## src/rtl/regfile_sb.sv

```systemverilog
// General-purpose register file with a per-register pending-write scoreboard.
// Reads are combinational, and a firing writeback is bypassed to the read ports in the same cycle.
module regfile_sb #(
  parameter int BITWIDTH   = 32,
  parameter int ADDR_WIDTH = 5
) (
  input  logic                  clk,
  input  logic                  rst_n,
  input  logic [ADDR_WIDTH-1:0] raddr1,
  input  logic [ADDR_WIDTH-1:0] raddr2,
  output logic [BITWIDTH-1:0]   rdata1,
  output logic [BITWIDTH-1:0]   rdata2,
  output logic                  rs1_ready,
  output logic                  rs2_ready,
  input  logic                  iss_valid,
  input  logic [ADDR_WIDTH-1:0] iss_rd,
  input  logic                  wb_valid,
  output logic                  wb_ready,
  input  logic [ADDR_WIDTH-1:0] wb_addr,
  input  logic [BITWIDTH-1:0]   wb_data
);

  localparam int NUM_REGS = 2 ** ADDR_WIDTH;

  // Writeback handshake: a transfer fires on a cycle where wb_valid && wb_ready.
  // wb_ready is a registered flag that rises on the first edge out of reset.
  // It is masked by rst_n so that nothing is accepted while reset is held.
  logic [BITWIDTH-1:0] regs_q [NUM_REGS];
  logic [BITWIDTH-1:0] regs_d [NUM_REGS];
  logic [NUM_REGS-1:0] busy_q;
  logic [NUM_REGS-1:0] busy_d;
  logic                wb_ready_q;
  logic                wb_ready_d;
  logic                wb_fire;
  logic                wb_wr;
  logic                iss_set;

  assign wb_ready = wb_ready_q & rst_n;
  assign wb_fire  = wb_valid & wb_ready;
  assign wb_wr    = wb_fire && (wb_addr != '0);
  assign iss_set  = iss_valid && (iss_rd != '0);

  always_comb begin
    regs_d     = regs_q;
    busy_d     = busy_q;
    wb_ready_d = 1'b1;
    if (wb_wr) begin
      regs_d[wb_addr] = wb_data;
      busy_d[wb_addr] = 1'b0;
    end
    // Applied after the clear so a same-index issue keeps the register busy.
    if (iss_set) begin
      busy_d[iss_rd] = 1'b1;
    end
    busy_d[0] = 1'b0;
  end

  always_ff @(posedge clk) begin
    if (!rst_n) begin
      regs_q     <= '{default: '0};
      busy_q     <= '0;
      wb_ready_q <= 1'b0;
    end else begin
      regs_q     <= regs_d;
      busy_q     <= busy_d;
      wb_ready_q <= wb_ready_d;
    end
  end

  always_comb begin
    rdata1    = regs_q[raddr1];
    rs1_ready = ~busy_q[raddr1];
    if (raddr1 == '0) begin
      rdata1    = '0;
      rs1_ready = 1'b1;
    end else if (wb_fire && (wb_addr == raddr1)) begin
      rdata1    = wb_data;
      rs1_ready = 1'b1;
    end
  end

  always_comb begin
    rdata2    = regs_q[raddr2];
    rs2_ready = ~busy_q[raddr2];
    if (raddr2 == '0) begin
      rdata2    = '0;
      rs2_ready = 1'b1;
    end else if (wb_fire && (wb_addr == raddr2)) begin
      rdata2    = wb_data;
      rs2_ready = 1'b1;
    end
  end

endmodule

```

## config.mk

```make
export PLATFORM = sky130hd
export DESIGN_NAME = regfile_sb
export DESIGN_NICKNAME = d
export VERILOG_FILES = /design/src/rtl/regfile_sb.sv
export SDC_FILE = /design/constraint.sdc
export NUM_CORES = 2
export LEC_CHECK = 0
export BUFFER_PORTS_ARGS = -buffer_cell sky130_fd_sc_hd__clkbuf_2
export CAP_MARGIN = 20
export CORE_MARGIN = 1
export CORE_UTILIZATION = 25
export DETAILED_ROUTE_END_ITERATION = 8
export REMOVE_ABC_BUFFERS = 1
export SLEW_MARGIN = 15
export SYNTH_ARGS = -nofsm -noshare
export SYNTH_HDL_FRONTEND = slang
export SYNTH_SLANG_ARGS = --single-unit
```

## constraint.sdc

```tcl
create_clock -name clk -period 3 [get_ports clk]
set_clock_uncertainty 0.15 [all_clocks]
set_input_delay 0.3 -clock clk [delete_from_list [all_inputs] [get_ports clk]]
set_output_delay 0.3 -clock clk [all_outputs]
set_load 0.1 [all_outputs]
```

[After elaboration in Yosys (flattened, before gate mapping)]
Cells that the tools add are included.
Storage, ports and cells
  memory bits (writable): 0
  input bits: 56
  memories: 0
  output and inout port bits: 67
  bits in latches: 0
  ROM bits: 0
  flip-flop bits (word level): 1057
Cells by class
  div/mod/pow operators: 0
  order comparisons: 10
  multiplexer cells: 28
  $add $sub $neg: 0
  reduce and logical (&&, ||, !) cells: 11
  shift operators: 0
  eq/ne operators: 2
  multipliers: 0
  bitwise logic cells: 10
Operator list (count)
  bitwise mux 1024 bit: 1
  2-to-1 mux 32 bit: 11
  binary-select mux 32 bit (select 5 bit): 2
  demux 32 bit (select 5 bit): 1
  AND 32 bit: 1
  NOT 32 bit: 1
  bitwise OR 32 bit: 1
  < comparator 5 x 6 -> 1 bit (second input constant): 4
  greater-or-equal comparator 6 bit (second input constant): 3
  NOT 5 -> 6 bit: 3
  binary-select mux 1 bit (select 5 bit): 2
  demux 1 bit (select 5 bit): 2
  equality test 5 bit: 2
  greater-or-equal comparator 5 x 1 -> 1 bit (second input constant): 2
  zero test 5 bit: 2
  nonzero test 5 bit: 2
  2-to-1 mux 1 bit: 9
  logical AND 1 bit: 7
  < comparator 6 x 1 -> 1 bit (second input constant): 1
  AND 1 bit: 2
  NOT 1 bit: 2

[Depth between registers and ports, before layout]
  word-level depth: 9
  gate-level depth with buffers: 10
  gate-level depth less buffers: 5

[Worst setup path after synthesis]
No wires, ideal clock.
  path kind: input port to output port
  start: input port raddr2[0]
  end: output port rdata2[18]
  buffers on the path: 4
  path slack: -1133 ps
  cell stages on the path: 9
  arrival: 3683 ps
  path through: buf_6 > buf_12 > buf_8 > buf_12 > mux2i_1 > a22o_1 > a2111oi_0 > nor3_1 > nor3_1
On the way
  longest elaborated chain between the ends: 6
  elaborated cells between the ends (all ways): 9
  classes of those cells: eq/ne: 1; mux: 5; bitwise: 1; reduce/logical: 2
RTL lines
  start, declared: RTL line 10  | input logic [ADDR_WIDTH-1:0] raddr2,
  NOT 5 -> 6 bit (not written as such): RTL line 83  | rdata2 = regs_q[raddr2];
  binary-select mux 32 bit (select 5 bit): RTL line 83
  2-to-1 mux 32 bit (not written as such) (2 in series): RTL line 83
  2-to-1 mux 32 bit: RTL line 88  | end else if (wb_fire && (wb_addr == raddr2)) begin
  2-to-1 mux 32 bit (*): RTL line 85  | if (raddr2 == '0) begin
  end, declared: RTL line 12  | output logic [BITWIDTH-1:0] rdata2,
Mark *: on every way between the ends. The rest lies on a longest branch, timed or not. The select of a mux whose other input is x is not followed.

[Worst setup path after layout]
  start: register wb_ready_q
  end: output port rdata1[15]
On the way
  longest elaborated chain between the ends: 5
RTL lines
  start, declared: RTL line 32  | logic wb_ready_q;
  start signal, assigned: RTL line 66  | wb_ready_q <= wb_ready_d;
  AND 1 bit: RTL line 38  | assign wb_ready = wb_ready_q & rst_n;
  AND 1 bit: RTL line 39  | assign wb_fire = wb_valid & wb_ready;
  logical AND 1 bit: RTL line 76  | end else if (wb_fire && (wb_addr == raddr1)) begin
  2-to-1 mux 32 bit: RTL line 76
  2-to-1 mux 32 bit: RTL line 73  | if (raddr1 == '0) begin
  end, declared: RTL line 11  | output logic [BITWIDTH-1:0] rdata1,
No other way between the ends.

==> impl_metrics.tcl <==
set metrics [dict create \
    antenna_found_initial 9 \
    hold_viol_final 0 \
    reg2reg_from "wb_ready_q$_DFF_P_" \
    netlist_instances 6076 \
    startpoint "wb_ready_q$_DFF_P_" \
    ios 123 \
    setup_viol 56 \
    portBuffers 122 \
    worst_pin_slew_ns 1.32 \
    cts_root_buf "clkbuf_16" \
    required_ns 2.55 \
    clock_latency_ns 0.75 \
    dpl.hpwl_um 157000 \
    setup_ws_ns -0.196 \
    grt-ovfl-total 0 \
    cp_max_fo 6 \
    synth_seq_cells 1056 \
    slew_headroom 0.118 \
    ir_drop_v 0.000511 \
    fp.coreArea_mm2 0.225 \
    slew_violations 0 \
    powerDensity_mw_per_mm2 470 \
    rsz0062_at_grt "true" \
    cts_tree "yes" \
    leakage_nw 22.7 \
    holdWs_ns 0.0391 \
    num_vias 51200 \
    gp_congestion 0.908 \
    pre_cts_ws_ns -0.503 \
    areaGrowthSynthToFinish_pct 22.7 \
    fmax_ghz 0.313 \
    dieHeight_um 477 \
    synth_edf_count 0 \
    vias_per_cell 5.54 \
    ys_types 61 \
    layout_min_cycle_time_ns 3.20 \
    drv_cap 0 \
    nFillCells 23000 \
    initial_core_util 0.251 \
    final_antenna_net_count 0 \
    drc_errors 0 \
    yosys_warnings 0 \
    multi_input_area_mm2 0.0335 \
    fin_nets 6201 \
    numCtsBuffers 107 \
    htree_levels 3 \
    synth-seq-area-share 0.374 \
    final_util 0.308 \
    dieArea_mm2 0.228 \
    grt_pass1_vias 49100 \
    rr_worst_depth 7 \
    fp-row-count 174 \
    post-route-period-util 1.07 \
    worstReg2RegEnd "regs_q[934]$_SDFFE_PN0P_" \
    tns_ns -5.85 \
    cp-start-kind "flop" \
    drive_above_1_share 0.235 \
    clock_sinks 1056 \
    die-width_um 477 \
    seqCellArea_mm2 0.0212 \
    cp-endpoint "rdata1[15]" \
    end_kind "output pin" \
    syn-cell-area_mm2 0.0565 \
    syn_area_per_cell_um2 9.29 \
    clk_pin_slew_ns 0.06 \
    grtUsageTotal 0.208 \
    wl_per_cell_um 26.7 \
    drtIter0Drc 7340 \
    r2r_setup_slack_ns 0.10 \
    worstHoldPathType "primary input to flop" \
    clk_path_buf_depth 3 \
    grt_max_degree 289 \
    async_reset_ff_frac 0 \
    synthFlopType "dfxtp_1" \
    grt_pass1_wl_um 350000 \
    final_cells 9232 \
    violations "setup timing" \
    drt_wl_total_um 246000 \
    cp_data_arrival_time_ns 2.75 \
    dpl.cell_count 8968 \
    crit_type "flop to output pin" \
    status "finished, violations left" \
    drt_pass1_iterations 6 \
]
==> layout make-up <==
class | count | share of cell area
diodes | 6 | 0.000217
clock inverters | 40 | 0.00683
well taps | 2992 | 0.0540
clock buffers | 158 | 0.0464
flip-flops and latches | 1056 | 0.306
multi-input cells | 4372 | 0.483
inverters | 7 | 0.000415
repair buffers | 601 | 0.103
==> stage by stage <==
stage | cell area, µm² | power (mW)
CTS | 68700 | 32.5
floorplan | 53500 | 15.9
global route | 69300 | 33.3
finish | 69300 | 32.5
detailed placement | 64000 | 18.2
global placement | 64000 | 18.2
==> Yosys cell counts (46+ instances only) <==
cell	instances	share of area
a211oi_1	46	0.0061
mux4_2	458	0.18
clkbuf_1	404	0.027
a21oi_1	57	0.0051
a21boi_0	883	0.12
buf_2	149	0.013
nor2_1	52	0.0035
dfxtp_1	1056	0.37
mux2i_1	191	0.034
o22ai_1	81	0.0090
a22oi_1	68	0.0090
nand2_1	2066	0.14
a21boi_1	109	0.014
==> critical path, cell delays in order, from the launching register on <==
cell     delay, ns
dfxtp_4       0.37
and3_4        0.20
nand4_1       0.09
buf_6         0.15
nor3_4        0.32
buf_8         0.23
buf_12        0.14
buf_12        0.13
a22o_4        0.15
buf_12        0.17
==> metal layers <==
layer  part of all wire  routed length [µm]  GRT usage  vias up
met1               0.38               94600      0.267    25400
met5            0.00030                  74          0        -
li1                   -                   -          -    21500
met4              0.060               14900      0.118        8
met3               0.11               28200     0.0507      790
met2               0.44              108000      0.316     3491
==> worst min path at each step <==
stage / from / to / slack, ns / cells past startpoint
after floorplan: rst_n / wb_ready_q$_DFF_P_ / 0.18 / 0
after global placement: regs_q[241]$_SDFFE_PN0P_ / regs_q[241]$_SDFFE_PN0P_ / 0.29 / 2
after detailed placement: regs_q[231]$_SDFFE_PN0P_ / regs_q[231]$_SDFFE_PN0P_ / 0.31 / 2
after global routing: iss_valid / busy_q[13]$_SDFF_PN0_ / 0.06 / 5
final: wb_data[24] / regs_q[632]$_SDFFE_PN0P_ / 0.04 / 4
after CTS: wb_data[24] / regs_q[632]$_SDFFE_PN0P_ / 0.004 / 4
==> cells in the final DEF (no fill, tap or decap), types with 7 or more instances in the layout <==
cell type	n
and2_1	41
xnor2_1	9
a22oi_1	65
nor2b_1	42
a221oi_1	16
a211oi_2	8
nor3_2	7
o221ai_1	13
nor3_4	10
clkinv_2	20
nand2b_1	8
clkbuf_1	19
nand2_1	2029
nand2_2	35
mux2_2	9
a32o_2	15
a22o_4	24
dfxtp_1	1016
dlygate4sd3_1	38
a21boi_0	883
clkbuf_8	30
dfxtp_2	39
nor3_1	8
clkbuf_2	49
mux4_2	464
o22ai_1	79
buf_6	12
mux2i_1	189
a211oi_1	38
bufinv_16	9
clkbuf_16	110
mux4_1	14
a22o_1	10
buf_4	292
buf_12	200
o21ai_0	16
a21oi_1	48
nor2_1	23
a21boi_1	109
nor2_4	34
==> repair_timing <==
action	CTS	global route
endpoints found under the hold margin	526	0
gates cloned	2	1
hold buffers	38	0
setup endpoints to repair	66	66
gates resized for setup	148	97
pin swaps	41	44
buffers inserted	19	13
==> cells by family after synthesis <==
| logic type | count (synthesis) | synth area share |
|---|---|---|
| simple gates | 2293 | 0.160 |
| compound gates | 1390 | 0.182 |
| flops | 1056 | 0.374 |
| mux | 679 | 0.228 |
| buf+inv | 648 | 0.0535 |
| xor+xnor | 10 | 0.00155 |
==> flip-flops by register name, summed over array words and instances (netlist names) <==
signal	flops
regs_q	1024
busy_q	31
wb_ready_q	1
==> power by group <==
group	switching [mW]	internal [mW]
clock network	6.21	8.17
registers	0.0287	14.1
logic	2.52	1.54
Power figures use the tool's default switching activity.
